### src/rtl/player_collision_pkg.sv
// Shared game package: FSM state encoding, HP default, game-field bounds
// and a small pixel-validity helper used by the hitbox comparators.
package player_collision_pkg;

  // Two-bit game state encoding
  typedef logic [1:0] game_state_t;

  localparam game_state_t ST_IDLE  = 2'd0;
  localparam game_state_t ST_ALIVE = 2'd1;
  localparam game_state_t ST_INVUL = 2'd2;
  localparam game_state_t ST_DEAD  = 2'd3;

  // HP loaded at the start of every game
  localparam int DEFAULT_MAX_HP = 5;

  // Game-field bounds shared with the obstacle blocks
  localparam logic [11:0] FIELD_X_MIN = 12'd317;
  localparam logic [11:0] FIELD_X_MAX = 12'd617;
  localparam logic [11:0] FIELD_Y_MIN = 12'd361;
  localparam logic [11:0] FIELD_Y_MAX = 12'd661;

  // Obstacle stages output (0,0) when no obstacle pixel is being drawn
  function automatic logic pixel_valid(input logic [11:0] x, input logic [11:0] y);
    return (x != 12'd0) || (y != 12'd0);
  endfunction

endpackage

### src/rtl/box_hit_compare.sv
// Two-stage pixel-versus-square comparator. Stage 1 registers the pixel and
// box corner, stage 2 registers the containment result. Upper bounds use
// 13-bit arithmetic so a box near x/y = 4095 does not wrap to small values.
module box_hit_compare
  import player_collision_pkg::*;
#(
  parameter int BOX_SIZE = 10
) (
  input  logic        clk,
  input  logic        rst_n,
  input  logic [11:0] px,
  input  logic [11:0] py,
  input  logic [11:0] box_x,
  input  logic [11:0] box_y,
  output logic        hit_flag
);

  localparam logic [12:0] SPAN = 13'(BOX_SIZE - 1);

  logic [11:0] px_r;
  logic [11:0] py_r;
  logic [11:0] box_x_r;
  logic [11:0] box_y_r;
  logic        hit_r;

  logic [12:0] x_hi_s;
  logic [12:0] y_hi_s;
  logic        in_x_s;
  logic        in_y_s;
  logic        hit_nxt_s;

  // Stage 1: capture the incoming pixel and the box corner together
  always_ff @(posedge clk or negedge rst_n) begin
    if (!rst_n) begin
      px_r    <= 12'd0;
      py_r    <= 12'd0;
      box_x_r <= 12'd0;
      box_y_r <= 12'd0;
    end else begin
      px_r    <= px;
      py_r    <= py;
      box_x_r <= box_x;
      box_y_r <= box_y;
    end
  end

  // Containment test on the stage-1 values with widened upper bounds
  always_comb begin
    x_hi_s    = {1'b0, box_x_r} + SPAN;
    y_hi_s    = {1'b0, box_y_r} + SPAN;
    in_x_s    = (px_r >= box_x_r) && ({1'b0, px_r} <= x_hi_s);
    in_y_s    = (py_r >= box_y_r) && ({1'b0, py_r} <= y_hi_s);
    hit_nxt_s = pixel_valid(px_r, py_r) && in_x_s && in_y_s;
  end

  // Stage 2: register the collision flag
  always_ff @(posedge clk or negedge rst_n) begin
    if (!rst_n) begin
      hit_r <= 1'b0;
    end else begin
      hit_r <= hit_nxt_s;
    end
  end

  assign hit_flag = hit_r;

endmodule

### src/rtl/player_collision_ctl.sv
// Player collision controller: turns obstacle-pixel hits on the player
// square into HP loss, a one-cycle hit pulse, a post-hit invulnerability
// window and a game-over flag. All outputs are registered.
module player_collision_ctl
  import player_collision_pkg::*;
#(
  parameter int PLAYER_SIZE = 10,
  parameter int MAX_HP      = DEFAULT_MAX_HP,
  parameter int INVUL_TIME  = 65_000_000
) (
  input  logic        clk,
  input  logic        rst_n,
  input  logic [11:0] obstacle_x,
  input  logic [11:0] obstacle_y,
  input  logic [11:0] mouse_xpos,
  input  logic [11:0] mouse_ypos,
  input  logic        play_selected,
  input  logic        menu_on,
  output logic [3:0]  hp,
  output logic        hit,
  output logic        invulnerable,
  output logic        game_over
);

  localparam logic [3:0]  HP_FULL    = 4'(MAX_HP);
  localparam logic [26:0] INVUL_LAST = 27'(INVUL_TIME - 1);

  game_state_t state_r;
  game_state_t state_nxt_s;
  logic [26:0] timer_r;
  logic [26:0] timer_nxt_s;
  logic [3:0]  hp_r;
  logic [3:0]  hp_nxt_s;
  logic        hit_r;
  logic        hit_nxt_s;
  logic        invul_r;
  logic        invul_nxt_s;
  logic        game_over_r;
  logic        game_over_nxt_s;
  logic        coll_s;
  logic        abort_s;

  box_hit_compare #(
    .BOX_SIZE (PLAYER_SIZE)
  ) u_box_hit_compare (
    .clk      (clk),
    .rst_n    (rst_n),
    .px       (obstacle_x),
    .py       (obstacle_y),
    .box_x    (mouse_xpos),
    .box_y    (mouse_ypos),
    .hit_flag (coll_s)
  );

  assign abort_s = menu_on || !play_selected;

  // State, HP and timer registers
  always_ff @(posedge clk or negedge rst_n) begin
    if (!rst_n) begin
      state_r <= ST_IDLE;
      timer_r <= 27'd0;
      hp_r    <= HP_FULL;
    end else begin
      state_r <= state_nxt_s;
      timer_r <= timer_nxt_s;
      hp_r    <= hp_nxt_s;
    end
  end

  // Next-state, next-HP and timer logic; abort outranks a collision
  always_comb begin
    state_nxt_s = state_r;
    timer_nxt_s = timer_r;
    hp_nxt_s    = hp_r;
    case (state_r)
      ST_IDLE: begin
        hp_nxt_s    = HP_FULL;
        timer_nxt_s = 27'd0;
        if (play_selected && !menu_on) begin
          state_nxt_s = ST_ALIVE;
        end else begin
          state_nxt_s = ST_IDLE;
        end
      end
      ST_ALIVE: begin
        if (abort_s) begin
          state_nxt_s = ST_IDLE;
          hp_nxt_s    = HP_FULL;
          timer_nxt_s = 27'd0;
        end else if (coll_s) begin
          timer_nxt_s = 27'd0;
          if (hp_r <= 4'd1) begin
            state_nxt_s = ST_DEAD;
            hp_nxt_s    = 4'd0;
          end else begin
            state_nxt_s = ST_INVUL;
            hp_nxt_s    = hp_r - 4'd1;
          end
        end else begin
          state_nxt_s = ST_ALIVE;
        end
      end
      ST_INVUL: begin
        if (abort_s) begin
          state_nxt_s = ST_IDLE;
          hp_nxt_s    = HP_FULL;
          timer_nxt_s = 27'd0;
        end else if (timer_r == INVUL_LAST) begin
          state_nxt_s = ST_ALIVE;
          timer_nxt_s = 27'd0;
        end else begin
          state_nxt_s = ST_INVUL;
          timer_nxt_s = timer_r + 27'd1;
        end
      end
      ST_DEAD: begin
        hp_nxt_s = 4'd0;
        if (abort_s) begin
          state_nxt_s = ST_IDLE;
          hp_nxt_s    = HP_FULL;
        end else begin
          state_nxt_s = ST_DEAD;
        end
      end
      default: begin
        state_nxt_s = ST_IDLE;
        hp_nxt_s    = HP_FULL;
        timer_nxt_s = 27'd0;
      end
    endcase
  end

  // Output decode from the transition being taken this cycle
  always_comb begin
    hit_nxt_s       = 1'b0;
    invul_nxt_s     = 1'b0;
    game_over_nxt_s = 1'b0;
    case (state_nxt_s)
      ST_INVUL: begin
        invul_nxt_s = 1'b1;
        hit_nxt_s   = (state_r == ST_ALIVE);
      end
      ST_DEAD: begin
        game_over_nxt_s = 1'b1;
        hit_nxt_s       = (state_r == ST_ALIVE);
      end
      default: begin
        hit_nxt_s       = 1'b0;
        invul_nxt_s     = 1'b0;
        game_over_nxt_s = 1'b0;
      end
    endcase
  end

  // Registered status outputs
  always_ff @(posedge clk or negedge rst_n) begin
    if (!rst_n) begin
      hit_r       <= 1'b0;
      invul_r     <= 1'b0;
      game_over_r <= 1'b0;
    end else begin
      hit_r       <= hit_nxt_s;
      invul_r     <= invul_nxt_s;
      game_over_r <= game_over_nxt_s;
    end
  end

  assign hp           = hp_r;
  assign hit          = hit_r;
  assign invulnerable = invul_r;
  assign game_over    = game_over_r;

endmodule
### config.mk
export PLATFORM = sky130hd
export DESIGN_NAME = player_collision_ctl
export DESIGN_NICKNAME = d
export VERILOG_FILES = /design/src/rtl/player_collision_pkg.sv /design/src/rtl/box_hit_compare.sv /design/src/rtl/player_collision_ctl.sv
export SDC_FILE = /design/constraint.sdc
export NUM_CORES = 1
export LEC_CHECK = 0
export ABC_AREA = 1
export CORE_ASPECT_RATIO = 0.6
export CORE_MARGIN = 5
export CORE_UTILIZATION = 55
export DETAILED_ROUTE_END_ITERATION = 12
export DONT_BUFFER_PORTS = 1
export GPL_TIMING_DRIVEN = 0
export PLACE_DENSITY_LB_ADDON = 0.1
export SYNTH_ARGS = -nofsm -noshare
export SYNTH_HDL_FRONTEND = slang
export SYNTH_SLANG_ARGS = --single-unit
### constraint.sdc
create_clock -name clk -period 4.3 [get_ports clk]
set_input_delay 1.075 -clock clk [delete_from_list [all_inputs] [get_ports clk]]
set_output_delay 1.075 -clock clk [all_outputs]
set_load 0.1 [all_outputs]
==> results of run 1 <==
## cell families after synthesis
group | count (synthesis) | synth area share [%]
DFF | 85 | 39.73
adders and majority gates | 53 | 12.37
and+or+nand+nor | 373 | 31.68
AOI/OAI and AO/OA | 45 | 4.715
buffers and inverters | 110 | 8.077
xor gates and xnor gates | 21 | 3.431
## Yosys cell counts, drive strengths merged
library cell | instances | area share, %
and2 | 1 | 0.12
o21bai | 3 | 0.42
nand3 | 32 | 3.2
xnor2 | 4 | 0.65
nand3b | 4 | 0.56
inv | 108 | 7.7
o21a | 1 | 0.14
nor4 | 4 | 0.47
a21o | 1 | 0.14
nand2 | 186 | 14
dfrtp | 83 | 39
nand4 | 29 | 3.4
o31ai | 2 | 0.28
dfstp | 2 | 0.98
buf | 2 | 0.42
nor2 | 105 | 8.5
xor2 | 17 | 2.8
o22ai | 2 | 0.23
a21oi | 22 | 2.2
o21ai | 14 | 1.3
nor3 | 12 | 1.2
ha | 53 | 12
## through the flow
| step | power (mW) | instances | instance area (um2) | utilization (%) | hold WS, ns |
|---|---|---|---|---|---|
| floorplan | 1.181 | 687 | 5360 | - | 0.4718 |
| global placement | 1.248 | 817 | 5523 | 59.23 | 0.4906 |
| detailed placement | 1.259 | 817 | 5523 | 59.23 | 0.5022 |
| CTS | 2.033 | 833 | 5821 | 62.43 | 0.4003 |
| global route | 2.120 | 833 | 5821 | 62.43 | 0.3980 |
| finish | 2.010 | 833 | 5821 | 62.43 | 0.4185 |
## layout make-up
class,count,area share [%]
flip-flops and latches,85,36.59
clock buffers,12,4.579
inverters,108,7.051
plain buffers,2,0.3869
well taps,130,2.794
clock inverters,4,0.5374
multi-input cells,492,48.07
## state kept, by name, indices dropped and copies added (netlist names)
signal,flops
invulnerable,1
u_box_hit_compare.hit_flag,1
u_box_hit_compare.box_y_r,12
hit,1
hp,4
u_box_hit_compare.box_x_r,12
timer_r,27
game_over,1
state_r,2
u_box_hit_compare.px_r,12
u_box_hit_compare.py_r,12
## path summary, 6_finish.rpt
check	endpoint	slack, ns
max in group asynchronous	hp[2]$_DFFE_PN1P_	3.69
min in group clk	timer_r[26]$_DFFE_PN0P_	0.52
min reg2reg	timer_r[26]$_DFFE_PN0P_	0.52
max	u_box_hit_compare.hit_flag$_DFF_PN0_	1.76
min	u_box_hit_compare.box_y_r[3]$_DFF_PN0_	0.42
max reg2reg	u_box_hit_compare.hit_flag$_DFF_PN0_	1.76
## per-layer routing
| metal | wire length, um | vias to the layer above | track usage [%] |
|---|---|---|---|
| met5 | 0 | - | 0 |
| met4 | 153 | 0 | 5.435 |
| met3 | 1095 | 14 | 5.510 |
| met2 | 4649 | 153 | 29.82 |
| met1 | 6346 | 1969 | 34.52 |
| li1 | - | 2213 | - |
## power by group
part	total (mW)	switching, mW	internal [mW]
clock network	0.761	0.322	0.440
logic	0.321	0.203	0.118
registers	0.928	0.0874	0.841
==> metrics, run 1 <==
Final min period=around 2.5 ns; fin worst setup slack=between 1.5 and 2 ns; Hold Vio Cnt, Final=0; clk slew on worst S/H paths=0.07 ns; RSZ-0062 raised after global routing=no; global route overflow=0; max frequency=between 300 and 400 MHz; CP endpoint kind=flop; final worst path period share=59.05%; worst skew pair latency=about 0.34 ns; DIE AREA=~0.012 mm2; DP Wirelength=between 9 and 10 mm; most frequent cells in the layout=nand2_1, inv_1, nor2_1; Initial Util=a little under three fifths; Root Buffer=clkbuf_16; most frequent CP cell=nor2_1; Die Wd=about 140 um; drt first pass iters=4; syn nets=approximately 790; GRT Total Usage=21.99%; CP Max Fanout=4; first-pass GRT wire length=between 20 and 25 mm; Chip Height=between 80 and 90 um; fillers=840; vias in the first global route=approximately 4200; power density over the cells=between 300 and 400 mW/mm2; critical path cell sequence=nand3_1 -> nand2_1 -> nand2_1 -> nor2_1 -> nand4_1 -> xor2_1 -> ha_1 -> nand2_1 -> nor2_1 -> nand4_1 -> nor2_1 -> nor2_1 -> nand2_1 -> nand4_1 -> nor2_1; Max clock buf depth=2; Yosys warning total=0; Worst Setup SP=u_box_hit_compare.box_x_r[2]$_DFF_PN0_; via count=between 4000 and 5000; Yosys reg bits=85; Crit-path slowest cell=dfrtp_1; Synth cell types=34; number of hold buffers added after cts=0; Core Area=about 0.0093 mm2; Crit path depth=15; synth-to-layout area growth=8.590%; # Post-CTS Setup Buffers=0; TNS Setup=0 ns; share of cells above drive strength 1=under 10%; Max Slew Vio Count=0; mean post-synth cell area=~8 um2; LEAKAGE=2.875 nW; sequential share of the synthesized area=roughly 40%; most common cell after layout, fill and taps aside=nand2_1; Max Cap Violations=0; drt via density=approximately 5.2; slew of the pin with the lowest slew margin=between 0.9 and 1 ns; fin nets=about 800; number of diodes=0; WS Path Type=flop to flop; multi-input logic area=around 0.0028 mm2; Placement Rows=27; dpl ws=approximately 1.8 ns; initial antenna violation count=0; I/O pins=59; Peak VDD IR=~230 uV; Routed WL=12.24 mm; CTS Sinks=85; H-Tree Depth=3; largest delay contributor family on the critical path=simple AND/OR/NAND/NOR gates; DRT iter0 DRCs=around 370; cts bufs inserted=9; post-synthesis cell count=around 690; relative slew slack=roughly 37%; Final GP Congestion=between 0.9 and 1; Reg-to-Reg Start=u_box_hit_compare.box_x_r[2]$_DFF_PN0_; CTS resizes=0; DRC Markers=0; CP startpoint kind=flop; Final setup violation count=0; largest net degree at the start of global routing=86; WL/cell=14.70 um; IO Port Bufs=0; status=finished clean; mapped cell area=about 0.0054 mm2; max incr delay on CP=0.43 ns; CP Data Required Time=4.55 ns; FF-to-FF path depth=15; Final ANT Viol Nets=0; worst hold path class=input pin to async pin; CTS tree=built; Clock Skews=between 0.006 and 0.007 ns; Bufs and invs on worst path=0; CP Data Arrival Time=2.79 ns; register area=0.002130 mm2
Power figures use the tool's default switching activity.
==> run 2: changes to the inputs <==
Clock period 4.3 ns to 2.51 ns, I/O delays scaled along.
==> run 2 against run 1 <==
Against the previous run: the run now ends with negative hold slack left; worst hold slack got worse by 0.45 ns; first-iteration DRC count decreased by 0.27%; sequential cell count unchanged; count of clock-buffer cells in the layout unchanged; utilization increased by 0.99 points; via count increased by 1.4%; critical path depth unchanged; routed wire length increased by 1.5%; design area increased by 1.6%; largest cell class unchanged.
==> metrics, run 2 (synthesis results as in run 1) <==
CP endpoint kind=flop; Core Area=0.009324 mm2 (unchanged); cts bufs inserted=9 (unchanged); Final setup violation count=0 (unchanged); slew of the pin with the lowest slew margin=0.9428 ns (+0.0009678 ns); WHS=-0.02921 ns (-0.4478 ns); top routing layer used=met4; drt via density=5.266 (+0.87%); final worst path period share=98.39% (+39 points); Clock Skews=0.006905 ns (-0.00007075 ns); CTS tree=built; clk slew on worst S/H paths=0.07 ns (about the same); number of diodes=0 (unchanged); WL/cell=14.84 um (+0.97%); first-pass GRT wire length=20.41 mm (unchanged); Final min period=2.470 ns (-0.06952 ns); global route overflow=0 (unchanged); via count=4408 (+1.4%); Util after Layout=63.42% (+0.99 points); share of cells above drive strength 1=9.335% (+2.5 points); CP Max Fanout=4 (unchanged); CP startpoint kind=flop; worst hold path class=input pin to async pin; Initial Util=57.49% (unchanged); relative slew slack=37.15% (-0.065 points); most frequent cells in the layout=nand2_1, inv_1, nor2_1; CP Data Required Time=2.77 ns (-1.78 ns); Hold Vio Cnt, Final=83 (+83); met1 wire length=6.450 mm (+1.6%); fillers=837 (-0.36%); GRT Total Usage=21.99% (unchanged); DP Wirelength=9.462 mm (unchanged); synth-to-layout area growth=10.32%; Max clock buf depth=2 (unchanged); failing checks=negative hold slack; vias in the first global route=4207 (unchanged); I/O pins=59 (unchanged); Placement Rows=27 (unchanged); WS Path Type=flop to flop; IO Port Bufs=0 (unchanged); FF-to-FF path depth=15 (unchanged); Final ANT Viol Nets=0 (unchanged); CP Data Arrival Time=2.73 ns (-0.06 ns); Reg-to-Reg Start=u_box_hit_compare.box_x_r[0]$_DFF_PN0_; Routed WL=12.42 mm (+1.5%); fin worst setup slack=0.04042 ns (-1.720 ns); Chip Height=86.47 um (unchanged); H-Tree Depth=3 (unchanged); drt first pass iters=5 (+1); LEAKAGE=2.899 nW (+0.82%); RSZ-0062 raised after global routing=yes; Final GP Congestion=0.9160 (unchanged); Max Slew Vio Count=0 (unchanged); DRT iter0 DRCs=372 (-0.27%); fin nets=807 (+0.50%); dpl ws=0.02534 ns (-1.790 ns); register area=0.002130 mm2 (unchanged); power density over the cells=586.0 mW/mm2 (+70%); initial antenna violation count=0 (unchanged); max reg flops=27 (unchanged); worst skew pair latency=0.34 ns (about the same); Max Cap Violations=0 (unchanged); largest net degree at the start of global routing=86 (unchanged); status=finished with violations; DRC Markers=0 (unchanged); CTS Sinks=85 (unchanged); Reg with most FFs=timer_r; multi-input logic area=0.002860 mm2 (+2.2%); WL met2=4.824 mm (+3.8%); DIE AREA=0.01188 mm2 (unchanged); RR Endpoint=u_box_hit_compare.hit_flag$_DFF_PN0_; DR WL met3=995 um (-9.1%); most common cell after layout, fill and taps aside=nand2_1; Die Wd=137.4 um (unchanged); max frequency=404.9 MHz (+2.8%); Peak VDD IR=401.6 uV (+71%); Root Buffer=clkbuf_16; setup slack, reg-to-reg=0.04 ns (-1.72 ns)
-- run 2: changes by cell type in the layout (fill, tap and decap cells not counted), moves of 2 or more --
| cell | previous run | this run |
|---|---|---|
| nor2_2 | 3 | 6 |
| buf_4 | 0 | 4 |
| nand2_2 | 5 | 9 |
| nor2_1 | 96 | 92 |
| nand2_1 | 175 | 170 |
| ha_1 | 53 | 51 |
-- run 2: worst max-delay path: stages (launching register included) --
cell,delay [ns]
dfrtp_1,0.43
nand3_2,0.11
nand2_2,0.09
nand2_4,0.07
nor2_4,0.12
nand4_1,0.11
xor2_1,0.19
ha_1,0.33
buf_4,0.15
a21oi_1,0.12
nand2_1,0.07
a21oi_1,0.11
nand2_1,0.07
nand2_1,0.10
nand4_1,0.14
nor2_2,0.19
-- run 2: power by group --
| group | switching [mW] | internal [mW] |
|---|---|---|
| sequential | 0.150 | 1.44 |
| clock | 0.551 | 0.753 |
| combinational | 0.358 | 0.212 |
-- run 2: worst max-delay path by stage --
| stage | start | end | cells past startpoint |
|---|---|---|---|
| 2_1_floorplan | hp[1]$_DFFE_PN0P_ | state_r[0]$_DFF_PN0_ | 7 |
| 3_3_place_gp | u_box_hit_compare.box_x_r[2]$_DFF_PN0_ | u_box_hit_compare.hit_flag$_DFF_PN0_ | 15 |
| 3_5_place_dp | u_box_hit_compare.box_x_r[2]$_DFF_PN0_ | u_box_hit_compare.hit_flag$_DFF_PN0_ | 15 |
| 4_1_cts | u_box_hit_compare.box_x_r[2]$_DFF_PN0_ | u_box_hit_compare.hit_flag$_DFF_PN0_ | 15 |
| 5_1_grt | u_box_hit_compare.box_x_r[0]$_DFF_PN0_ | u_box_hit_compare.hit_flag$_DFF_PN0_ | 15 |
| 6_report | u_box_hit_compare.box_x_r[0]$_DFF_PN0_ | u_box_hit_compare.hit_flag$_DFF_PN0_ | 15 |
-- run 2: stage by stage --
step | instances | TNS, ns | total power, mW | instance area [um2]
6_report | 837 | 0 | 3.465 | 5913
5_1_grt | 837 | -0.1115 | 3.653 | 5913
4_1_cts | 833 | 0 | 3.483 | 5823
3_5_place_dp | 817 | 0 | 2.156 | 5523
3_3_place_gp | 817 | 0 | 2.139 | 5523
2_1_floorplan | 687 | 0 | 2.023 | 5360
-- run 2: layer usage --
layer,global-route usage [%],vias to the layer above
li1,-,2216
met1,34.52,2030
met2,29.82,147
met3,5.510,15
met4,5.435,0
met5,0,-
-- run 2: area by class of cell --
class | count | share of cell area [%]
Tap cell | 130 | 2.751
Sequential cell | 85 | 36.01
Clock buffer | 12 | 4.507
Buffer | 2 | 0.3809
Clock inverter | 4 | 0.5290
Timing Repair Buffer | 4 | 0.5078
Multi-Input combinational cell | 492 | 48.37
Inverter | 108 | 6.940
-- run 2: what timing repair did --
action | in CTS | in global routing
gates resized for setup | 1 | 16
hold endpoints to repair | 83 | 83
endpoints found under the setup margin | 1 | 1
pin swaps | 0 | 14
buffers inserted | 0 | 4
==> run 3: changes to the inputs <==
Settings changed: CTS_BUF_LIST from default to sky130_fd_sc_hd__clkbuf_8.
==> run 3 against run 2 <==
Against the previous run: setup slack got worse by 0.038 ns; the run still ends with negative hold slack left; largest power group unchanged; critical endpoint unchanged; largest cell class unchanged; count of clock-buffer cells in the layout did not move; critical path type unchanged; design area shrank 1.7%.
==> metrics, run 3 (synthesis results as in run 1) <==
status=finished with violations; failing checks=negative hold slack; Max Cap Violations=0 (unchanged); RSZ-0062 raised after global routing=yes; slew of the pin with the lowest slew margin=0.9434 ns (+0.0006538 ns); worst skew pair latency=0.36 ns (+0.02 ns); CP Data Arrival Time=2.78 ns (+0.05 ns); TNS Setup=0 ns (unchanged); largest net degree at the start of global routing=86 (unchanged); Final setup violation count=0 (unchanged); most common cell after layout, fill and taps aside=nand2_1; Final ANT Viol Nets=0 (unchanged); relative slew slack=37.10% (-0.044 points); power density over the cells=533.9 mW/mm2 (-8.9%); Chip Height=86.47 um (unchanged); most frequent cells in the layout=nand2_1, inv_1, nor2_1; Root Buffer=clkbuf_8; clk slew on worst S/H paths=0.10 ns (+0.03 ns); IO Port Bufs=0 (unchanged); DP Wirelength=9.462 mm (unchanged); met3 Use GR=5.336% (-0.17 points); CP Max Fanout=4 (unchanged); Max Slew Vio Count=0 (unchanged); H-Tree Depth=3 (unchanged); CTS tree=built; Reg with most FFs=timer_r; final worst path period share=99.90% (+1.5 points); Clock Skews=0.01288 ns (+0.005977 ns); GRT busiest layer=met1; Placement Rows=27 (unchanged); I/O pins=59 (unchanged); Util after Layout=62.33% (-1.1 points); fin nets=807 (unchanged); worst hold path class=input pin to async pin; WL/cell=14.63 um (-1.4%); synth-to-layout area growth=8.427%; global route overflow=0 (unchanged); number of diodes=0 (unchanged); vias in the first global route=4132 (-1.8%); GRT Total Usage=21.55% (-0.45 points); Hold Vio Cnt, Final=83 (unchanged); met2 Use GR=29.12% (-0.71 points); first-pass GRT wire length=20.13 mm (-1.4%); max frequency=398.8 MHz (-1.5%); share of cells above drive strength 1=9.335% (unchanged); drt via density=5.203 (-1.2%); CP Data Required Time=2.78 ns (about the same); Max clock buf depth=2 (unchanged); cts bufs inserted=9 (unchanged); Final GP Congestion=0.9160 (unchanged); WHS=-0.05827 ns (-0.02906 ns); WS Path Type=flop to flop; initial antenna violation count=0 (unchanged); via count=4355 (-1.2%); GR Layer Usage met1=34.56% (+0.037 points); DIE AREA=0.01188 mm2 (unchanged); Core Area=0.009324 mm2 (unchanged); Initial Util=57.49% (unchanged); CTS Sinks=85 (unchanged); fillers=842 (+0.60%); LEAKAGE=2.853 nW (-1.6%); max reg flops=27 (unchanged); Die Wd=137.4 um (unchanged); DRT iter0 DRCs=374 (+0.54%); Routed WL=12.25 mm (-1.4%); Final min period=2.508 ns (+0.03803 ns); CP startpoint kind=flop; FF-to-FF path depth=15 (unchanged); drt first pass iters=7 (+2); CP endpoint kind=flop; DRC Markers=0 (unchanged); post-route non-filler standard cell count=837 (unchanged); Cells after DPL=817 (unchanged); Peak VDD IR=467.1 uV (+16%)
## run 3: worst max-delay path, stage by stage, from the launching register on
cell and delay, ns:
dfrtp_1 0.44, nand3_2 0.11, nand2_2 0.10, nand2_4 0.07
nor2_4 0.12, nand4_1 0.11, xor2_1 0.19, ha_1 0.33
buf_4 0.15, a21oi_1 0.12, nand2_1 0.07, a21oi_1 0.11
nand2_1 0.07, nand2_1 0.10, nand4_1 0.14, nor2_2 0.20
## run 3: where the power goes
part / internal (mW) / switching [mW]
sequential: 1.44 / 0.151
combinational: 0.212 / 0.358
clock: 0.442 / 0.502
total: 2.09 / 1.01
## run 3: final timing paths
check	from	to	slack [ns]
setup reg to reg	u_box_hit_compare.box_x_r[0]$_DFF_PN0_	u_box_hit_compare.hit_flag$_DFF_PN0_	0.002
hold reg to reg	timer_r[26]$_DFFE_PN0P_	timer_r[26]$_DFFE_PN0P_	0.52
setup / recovery	u_box_hit_compare.box_x_r[0]$_DFF_PN0_	u_box_hit_compare.hit_flag$_DFF_PN0_	0.002
min in group clk	obstacle_y[5]	u_box_hit_compare.py_r[5]$_DFF_PN0_	0.28
max in group asynchronous	rst_n	hp[2]$_DFFE_PN1P_	2.35
hold / removal	rst_n	u_box_hit_compare.box_y_r[3]$_DFF_PN0_	-0.06
## run 3: layout make-up
cell class	count	area [um2]	share of cell area, %
inverters	108	410.4	7.061
well taps	130	162.7	2.799
multi-input cells	492	2860	49.21
repair buffers	4	30.03	0.5167
flip-flops and latches	85	2130	36.64
clock inverters	4	31.28	0.5382
clock buffers	12	165.2	2.842
plain buffers	2	22.52	0.3875
## run 3: repair_timing
item | CTS | global route
setup buffers | 0 | 4
hold endpoints to repair | 83 | 83
setup endpoints to repair | 1 | 1
pin swaps | 0 | 14
resized for setup | 1 | 16
## run 3: per-layer routing
metal | wire length, um | share of wire [%] | up-vias
met5 | 0 | 0 | -
met4 | 85 | 0.69 | 0
met3 | 932 | 7.6 | 10
met2 | 4803 | 39 | 134
met1 | 6426 | 52 | 1997
li1 | - | - | 2214
## run 3: stage by stage
step / cell area (um2) / setup slack, ns / power [mW]
2_1_floorplan: 5360 / 0.4380 / 2.023
3_3_place_gp: 5523 / 0.07893 / 2.139
3_5_place_dp: 5523 / 0.02534 / 2.156
4_1_cts: 5722 / 0.02543 / 3.115
5_1_grt: 5812 / -0.1078 / 3.295
6_report: 5812 / 0.002395 / 3.103
